$ cat config.mk
export PLATFORM = sky130hd
export DESIGN_NAME = lifo_arbiter
export DESIGN_NICKNAME = d
export VERILOG_FILES = /design/src/rtl/lifo_arb_pkg.sv /design/src/rtl/lifo_arb_rr.sv /design/src/rtl/lifo_arbiter.sv
export SDC_FILE = /design/constraint.sdc
export NUM_CORES = 1
export LEC_CHECK = 0
export ABC_AREA = 1
export ABC_CLOCK_PERIOD_IN_PS = 2790
export CORE_UTILIZATION = 49
export CTS_CLUSTER_SIZE = 10
export DETAILED_ROUTE_END_ITERATION = 8
export PLACE_DENSITY = 0.7
export SLEW_MARGIN = 20
export SYNTH_ARGS = -nofsm -noshare
export SYNTH_HDL_FRONTEND = slang
export SYNTH_SLANG_ARGS = --single-unit
$ cat constraint.sdc
create_clock -name clk -period 2.79 [get_ports clk]
set_clock_uncertainty 0.1 [all_clocks]
set_input_delay 0.558 -clock clk [delete_from_list [all_inputs] [get_ports clk]]
set_output_delay 0.558 -clock clk [all_outputs]
set_load 0.01 [all_outputs]
$ cat src/rtl/lifo_arb_pkg.sv
// Shared types and constants for the two-requester LIFO arbiter.
package lifo_arb_pkg;

    localparam int REQ_N = 2;

    typedef enum logic {
        OP_POP  = 1'b0,
        OP_PUSH = 1'b1
    } op_e;

    typedef enum logic [1:0] {
        IDLE = 2'd0,
        OWN0 = 2'd1,
        OWN1 = 2'd2
    } arb_state_e;

    // Which requesters may be granted in a given arbitration state.
    function automatic logic [REQ_N-1:0] owner_mask(input arb_state_e s);
        case (s)
            OWN0:    owner_mask = 2'b01;
            OWN1:    owner_mask = 2'b10;
            default: owner_mask = 2'b11;
        endcase
    endfunction

endpackage

$ cat src/rtl/lifo_arb_rr.sv
// Two-way round-robin grant with an owner mask and rr pointer register.
// The grant is combinational; it is only ever set for a valid requester.
module lifo_arb_rr
    import lifo_arb_pkg::*;
(
    input  logic             clk,
    input  logic             reset_n,
    input  logic [REQ_N-1:0] valid_i,
    input  logic [REQ_N-1:0] mask_i,
    output logic [REQ_N-1:0] grant_o
);

    // rr_q = 0 favours requester 0 when both compete.
    logic rr_q;
    logic rr_d;
    logic [REQ_N-1:0] cand;

    assign cand = valid_i & mask_i;

    // Pick a single winner among masked valid requesters.
    always_comb begin
        grant_o = cand;
        if (cand == 2'b11) begin
            grant_o = rr_q ? 2'b10 : 2'b01;
        end
    end

    // After a transfer, favour the requester that did not just win.
    always_comb begin
        rr_d = rr_q;
        if (grant_o != 2'b00) begin
            rr_d = grant_o[0];
        end
    end

    // Round-robin pointer register.
    always_ff @(posedge clk or negedge reset_n) begin
        if (!reset_n) begin
            rr_q <= 1'b0;
        end else begin
            rr_q <= rr_d;
        end
    end

endmodule

$ cat src/rtl/lifo_arbiter.sv
// Shared LIFO stack arbitrated between two requesters, with per-requester
// locking for atomic op sequences. Optional sticky error flags are built
// when STACK_ERR_STICKY_EN is defined.
module lifo_arbiter
    import lifo_arb_pkg::*;
#(
    parameter int DATA_WIDTH = 8,
    parameter int ADDR_WIDTH = 4
) (
    input  logic                          clk,
    input  logic                          reset_n,
    input  logic [REQ_N-1:0]              req_valid,
    output logic [REQ_N-1:0]              req_ready,
    input  logic [REQ_N-1:0]              req_op,
    input  logic [REQ_N-1:0]              req_lock,
    input  logic [REQ_N*DATA_WIDTH-1:0]   req_wdata,
    output logic [REQ_N-1:0]              rsp_valid,
    output logic [REQ_N-1:0]              rsp_err,
    output logic [DATA_WIDTH-1:0]         rsp_rdata,
    output logic [ADDR_WIDTH:0]           count,
    output logic                          empty,
    output logic                          full
`ifdef STACK_ERR_STICKY_EN
    ,
    output logic [REQ_N-1:0]              err_sticky,
    input  logic                          err_clr
`endif
);

    localparam int                  DEPTH_N = 1 << ADDR_WIDTH;
    localparam logic [ADDR_WIDTH:0] DEPTH   = {1'b1, {ADDR_WIDTH{1'b0}}};
    localparam logic [ADDR_WIDTH:0] ONE     = {{ADDR_WIDTH{1'b0}}, 1'b1};

    arb_state_e state_q;
    logic [ADDR_WIDTH:0]     count_q, count_d;
    logic                    empty_q, full_q;
    logic [REQ_N-1:0]        rsp_valid_q, rsp_err_q, rsp_err_d;
    logic [DATA_WIDTH-1:0]   rsp_rdata_q;
    logic [DATA_WIDTH-1:0]   mem [DEPTH_N];

    logic [REQ_N-1:0]        grant;
    logic                    sel;
    logic                    is_push;
    logic [DATA_WIDTH-1:0]   wdata;
    logic                    do_write, do_read, op_err;
    logic [ADDR_WIDTH-1:0]   wr_idx, rd_idx;

    lifo_arb_rr u_rr (
        .clk     (clk),
        .reset_n (reset_n),
        .valid_i (req_valid),
        .mask_i  (owner_mask(state_q)),
        .grant_o (grant)
    );

    assign req_ready = grant;
    assign sel       = grant[1];
    assign is_push   = (op_e'(sel ? req_op[1] : req_op[0]) == OP_PUSH);
    assign wdata     = sel ? req_wdata[2*DATA_WIDTH-1:DATA_WIDTH] : req_wdata[DATA_WIDTH-1:0];
    assign wr_idx    = count_q[ADDR_WIDTH-1:0];
    assign rd_idx    = count_q[ADDR_WIDTH-1:0] - {{(ADDR_WIDTH-1){1'b0}}, 1'b1};

    // Decide the effect of the granted op: grow, shrink, or flag an error.
    always_comb begin
        count_d  = count_q;
        do_write = 1'b0;
        do_read  = 1'b0;
        op_err   = 1'b0;
        if (grant != 2'b00) begin
            if (is_push) begin
                if (count_q != DEPTH) begin
                    count_d  = count_q + ONE;
                    do_write = 1'b1;
                end else begin
                    op_err = 1'b1;
                end
            end else begin
                if (count_q != '0) begin
                    count_d = count_q - ONE;
                    do_read = 1'b1;
                end else begin
                    op_err = 1'b1;
                end
            end
        end
        rsp_err_d = grant & {REQ_N{op_err}};
    end

    // Stack storage; contents survive reset.
    always_ff @(posedge clk) begin
        if (do_write) begin
            mem[wr_idx] <= wdata;
        end
    end

    // Occupancy, flags and one-cycle response registers.
    always_ff @(posedge clk or negedge reset_n) begin
        if (!reset_n) begin
            count_q     <= '0;
            empty_q     <= 1'b1;
            full_q      <= 1'b0;
            rsp_valid_q <= '0;
            rsp_err_q   <= '0;
            rsp_rdata_q <= '0;
        end else begin
            count_q     <= count_d;
            empty_q     <= (count_d == '0);
            full_q      <= (count_d == DEPTH);
            rsp_valid_q <= grant;
            rsp_err_q   <= rsp_err_d;
            if (do_read) begin
                rsp_rdata_q <= mem[rd_idx];
            end
        end
    end

    // Lock FSM: a locked transfer claims the stack, dropping lock releases it.
    always_ff @(posedge clk or negedge reset_n) begin
        if (!reset_n) begin
            state_q <= IDLE;
        end else begin
            case (state_q)
                IDLE: begin
                    if (grant[0] && req_lock[0]) begin
                        state_q <= OWN0;
                    end else if (grant[1] && req_lock[1]) begin
                        state_q <= OWN1;
                    end
                end
                OWN0:    if (!req_lock[0]) state_q <= IDLE;
                OWN1:    if (!req_lock[1]) state_q <= IDLE;
                default: state_q <= IDLE;
            endcase
        end
    end

    assign rsp_valid = rsp_valid_q;
    assign rsp_err   = rsp_err_q;
    assign rsp_rdata = rsp_rdata_q;
    assign count     = count_q;
    assign empty     = empty_q;
    assign full      = full_q;

`ifdef STACK_ERR_STICKY_EN
    logic [REQ_N-1:0] err_sticky_q;

    // Sticky error flags rise with rsp_err; a new error beats a clear.
    always_ff @(posedge clk or negedge reset_n) begin
        if (!reset_n) begin
            err_sticky_q <= '0;
        end else begin
            err_sticky_q <= (err_sticky_q & ~{REQ_N{err_clr}}) | rsp_err_d;
        end
    end

    assign err_sticky = err_sticky_q;
`endif

endmodule

=== Word-level counts from Yosys, hierarchy flattened ===
Memories as Yosys holds them, arrays and structs flattened. A register that Yosys moved wholly into a read port is not among the register bits.
Cells that the tools add are included.

* Memories: 1
* RAM bits: 128
* Memory bits (read-only): 0
* Output and inout bits: 21
* Word-level logic and storage cells: 55
* Bits in registers: 14
* Input port bits: 24
* Bits in latches: 0

* Shifts and indexed selects: 0
* Bitwise logic cells: 2
* Divide/modulo/power cells: 0
* Multipliers: 0
* Magnitude comparators: 0
* Mux-type cells: 26
* Eq/ne operators: 8
* $add $sub $neg: 3
* Reductions and logical operators: 8

{| class="wikitable"
|+ Memory list
! name !! words !! width !! read ports !! clocked after Yosys merged registers in !! wr ports !! line !! RTL
|-
| mem || 16 || 8 || 1 || 1 || 1 || lifo_arbiter.sv:39 || <nowiki>logic [DATA_WIDTH-1:0] mem [DEPTH_N];</nowiki>
|}

{| class="wikitable"
|+ Operators with widths
! cell !! count
|-
| $mux W5 || 4
|-
| $mux W1 || 13
|-
| $mux W2 || 6
|-
| $mux W8 || 1
|-
| $pmux W2 S3 || 1
|-
| $add A5 B1 Y5 const B || 1
|-
| $eq A5 B5 Y1 const B || 1
|-
| $logic_not A5 Y1 || 1
|-
| $ne A5 B5 Y1 const B || 1
|-
| $reduce_bool A5 Y1 || 1
|-
| $sub A5 B1 Y5 const B || 1
|-
| $and A2 B2 Y2 || 2
|-
| $eq A2 B2 Y1 const B || 2
|-
| $ne A2 B2 Y1 const B || 2
|-
| $pmux W2 S2 || 1
|-
| $sub A4 B1 Y4 const B || 1
|-
| $ne A3 B3 Y1 const B || 1
|-
| $reduce_and A3 Y1 || 1
|-
| $eq A2 B1 Y1 const B || 1
|-
| $logic_and A1 B1 Y1 || 2
|-
| $logic_not A2 Y1 || 1
|-
| $reduce_bool A2 Y1 || 1
|-
| $logic_not A1 Y1 || 1
|}

=== Logic depth before layout (Yosys ltp) ===
* Word-level depth: 10
* Gate-level depth with buffers: 14
* Gate-level depth less buffers: 13

=== By module ===
A second synthesis with hierarchy kept.

* Cells, all modules: 603
* Area total of the unflattened synthesis: 6434.9 um^2

{| class="wikitable"
|+ By module, submodules not included
! module !! instances !! seq. area each (um^2) !! cells an instance !! area an instance (um^2)
|-
| lifo_arbiter || 1 || 4370.4 || 590 || 6362.4
|-
| lifo_arb_rr || 1 || 25.0 || 13 || 72.6
|}

=== Least setup slack after synthesis ===
No wires, ideal clock.

* Kind: register -> register
* Start: register count_q[0] (netlist: count[0])
* End: memory mem[11][0], enable pin
* Stages on the path, launching flop included: 10
* Required time: 2.307 ns
* Library setup time: 0.383 ns
* Arrival time: 2.352 ns
* Buffers on the path: 2
* Period minus slack after synthesis: 2.836 ns
* Setup slack: -0.046 ns
* Path through: dfrtp_1 inv_1 buf_2 clkbuf_1 ha_1 nand3_1 nand3_1 nor2_1 inv_1 nor3_1

* Longest elaborated chain between the ends: 6

{| class="wikitable"
|+ RTL lines
! element !! line !! RTL
|-
| start, declared || lifo_arbiter.sv:35 || <nowiki>logic [ADDR_WIDTH:0] count_q, count_d;</nowiki>
|-
| start signal, assigned || lifo_arbiter.sv:106 || <nowiki>count_q <= count_d;</nowiki>
|-
| $ne A5 B5 Y1 || lifo_arbiter.sv:71 || <nowiki>if (count_q != DEPTH) begin</nowiki>
|-
| $mux W1 || lifo_arbiter.sv:71 ||
|-
| $mux W1 || lifo_arbiter.sv:70 || <nowiki>if (is_push) begin</nowiki>
|-
| $mux W1 || lifo_arbiter.sv:69 || <nowiki>if (grant != 2'b00) begin</nowiki>
|-
| $mux W1 || lifo_arbiter.sv:91 || <nowiki>if (do_write) begin</nowiki>
|-
| $mux W1 (implied by the code) || lifo_arbiter.sv:92 || <nowiki>mem[wr_idx] <= wdata;</nowiki>
|-
| end, declared || lifo_arbiter.sv:39 ||
|}

Parallel ways exist; a longest one is shown, timed or not.

=== Worst setup path in the final report ===
* Start: register count_q[0] (netlist: count[0])
* End: output port count[0]

{| class="wikitable"
|+ RTL lines
! element !! line !! RTL
|-
| end, declared || lifo_arbiter.sv:20 || <nowiki>output logic [ADDR_WIDTH:0] count,</nowiki>
|}

No word-level cell between the ends.

==> reports/qor.yml <==
finish:
  multiInputGateArea_um2: 1790
  fillers: 981
  regArea_um2: 4400
  syn2layout_area_growth_pct: 21.8
  post-route-util_pct: 61.5
  drive_above_1_share_pct: 13.1
  final_cells: 819
  final_nets: 663
  antenna_cells: 0
place:
  post-dp-hpwl_um: 9740
  routabilityCongestion: 0.840
  placed_cells: 787
  port_buffers: 44
cts:
  clock_sinks: 150
  clk_pin_slew_ps: 60
  postCtsSetupBuffers: 0
  cts-root-buf: "clkbuf_16"
  cts_buffers: 17
  h-tree-depth: 4
  tritoncts: "done"
  insertion_delay_ps: 430
  clk_path_buf_depth: 2
sta:
  drv_slew: 0
  finalSetupViolations: 0
  fin_hold_ws_ps: 386
  finalCriticalPeriod_ps: 2630
  slew_headroom_pct: 54.3
  max_freq_ghz: 0.380
  hold_viol_final: 0
  tightest_slew_ps: 685
  finalCritPeriodShare_pct: 94.4
  rsz0062_at_grt: "no"
die:
  io_pins: 45
  die-area_um2: 13500
  initial_utilization_pct: 50.5
  die_w_um: 116
  num_rows: 41
  die_h_um: 116
  coreArea_um2: 12700
grt:
  grt_pass1_wl_um: 22900
  grt.overflow.total: 0
  grt_max_degree: 71
  antenna_found_initial: 0
  gr-usage-all-layers_pct: 23.9
  grt_pass1_vias: 4359
power_and_ir_drop:
  p_total_mw: 8.97
  ir_worst_vdd_uv: 595
  power_density_nw_per_um2: 1150
  p_leak_nw: 2.88
detailed_routing:
  vias_per_cell: 5.51
  via_count: 4510
  detail-route-antenna-nets: 0
  routedWlPerCell_um: 18.0
  wirelength_um: 14700
  drtIter0Drc: 480
  drc: 0
  drt_first_pass_iters: 5
critical_path:
  worst-setup-path-type: "reg2out"
  cp-end-kind: "output port"
  r2r_slack_ps: 220
  reg2reg_from: "count[1]$_DFF_PN0_"
  crit_required_ps: 2130
  cp-start-kind: "register"
  r2r.worst_path.cells: 7
  crit_arrival_ps: 1980
  cp_max_fo: 70
  worstReg2RegEnd: "rsp_rdata[1]$_DFFE_PN0P_"
outcome:
  status: "finished clean"
synthesis:
  synth_area_um2: 6400
  syn_avg_cell_area_um2: 11.4
  yosysWarnings: 0
  ys_ff_latch: 150
  synth.net_count: 591
  yosysTopAreaCell: "edfxtp_1"
  synthTopCellsByArea: "edfxtp_1 (60%), dfrtp_1 (8.2%), nor2_1 (7.3%)"
  netlist_instances: 562
  synth_top_area_share_pct: 60.0
  ys_types: 32
  yosysSeqAreaShare_pct: 68.7
worst_hold_path:
  hp-class: "in2async"
flow_run:
  max-cap-violations: 0
==> what timing repair did <==
| action | CTS | global route |
|---|---|---|
| hold buffers | 0 | 0 |
| setup endpoints to repair | 5 | 1 |
| gates cloned | 0 | 0 |
| resized for setup | 1 | 1 |
==> cell type report <==
type / instances / share of cell area, %
tap: 172 / 2.76
timing repair buffer: 80 / 9.15
clock inverter: 9 / 0.754
clock buffer: 23 / 6.69
sequential: 150 / 56.4
multi-input combinational: 358 / 22.9
inverter: 27 / 1.32
==> per-layer routing <==
layer | GRT usage, % | share of wire, %
met3 | 5.66 | 5.5
met1 | 29.6 | 42
met2 | 40.4 | 51
met5 | 0 | 0
met4 | 9.66 | 2.0
==> stage by stage <==
| step | setup WS [ps] | area [µm²] | setup TNS (ps) |
|---|---|---|---|
| 2_1_floorplan | -45.5 | 6400 | -1090 |
| 3_3_place_gp | 69.9 | 7210 | 0 |
| 3_5_place_dp | -5.18 | 7210 | -5.18 |
| 4_1_cts | 88.7 | 7790 | 0 |
| 5_1_grt | 19.3 | 7790 | 0 |
| 6_report | 157 | 7790 | 0 |
==> power by group <==
part	internal, mW	switching, mW
clock	1.32	0.871
combinational	1.28	2.51
sequential	2.83	0.154
==> sequential cells by signal, summed over array words and instances (netlist names) <==
| name | count |
|---|---|
| count | 5 |
| empty | 1 |
| full | 1 |
| mem | 128 |
| rsp_err | 2 |
| rsp_rdata | 8 |
| rsp_valid | 2 |
| state_q | 2 |
| u_rr.rr_q | 1 |
==> cell usage in the layout (no fill, tap or decap), types with 2 or more instances in the layout <==
master / count
dfrtp_1: 20
nor2_1: 125
nand3_1: 29
clkinv_1: 2
nand2_2: 3
clkbuf_16: 20
nand4_1: 5
inv_4: 2
nor3_1: 5
buf_4: 36
a31oi_1: 8
inv_2: 5
o21ai_0: 68
inv_1: 19
ha_1: 5
clkbuf_1: 2
o211ai_1: 33
nand2_1: 65
clkinv_4: 2
clkdlybuf4s50_1: 43
edfxtp_1: 128
clkinv_2: 5
==> logic make-up after synthesis <==
logic type	count (synthesis)	synth area share, %
buffers and inverters	54	3.42
DFF	150	68.7
AOI/OAI and AO/OA	113	10.6
and+or+nand+nor	237	15.5
adders and majority gates	5	0.977
xor gates and xnor gates	3	0.821
==> synthesized netlist by cell type <==
library cell,number
buf_1,3
o21bai_1,1
xor2_1,1
a211oi_1,1
o211ai_1,33
clkinv_1,2
buf_6,1
dfstp_2,1
inv_2,5
edfxtp_1,128
nand4_1,5
nor2_1,125
nand2_2,3
xnor2_4,1
ha_1,5
nor2_2,1
a31oi_1,8
nand3_1,29
nand3_4,1
xor2_2,1
nand3_2,1
nand2_4,1
o21ai_0,68
nor3_4,1
dfrtp_1,21
buf_2,7
nor3_1,5
a21oi_4,1
nand2_1,65
o31ai_1,1
inv_1,20
clkbuf_1,16
==> critical path: stages, from the launching register on <==
cell             delay, ps
dfrtp_2                350
buf_4                  550
clkdlybuf4s50_1        660
==> worst max-delay path by stage <==
stage / to / cells after the start / slack (ps) / startpoint
floorplan: mem[11][0]$_DFFE_PP_ / 9 / -50 / count[0]$_DFF_PN0_
finish: count[0] / 2 / 160 / count[0]$_DFF_PN0_
global placement: mem[14][0]$_DFFE_PP_ / 10 / 70 / req_valid[1]
detailed placement: rsp_rdata[6]$_DFFE_PN0P_ / 7 / -5 / count[1]$_DFF_PN0_
global route: rsp_rdata[1]$_DFFE_PN0P_ / 7 / 20 / count[1]$_DFF_PN0_
CTS: req_ready[1] / 6 / 90 / req_valid[1]
Note: power is estimated with default switching activity, not from simulation.
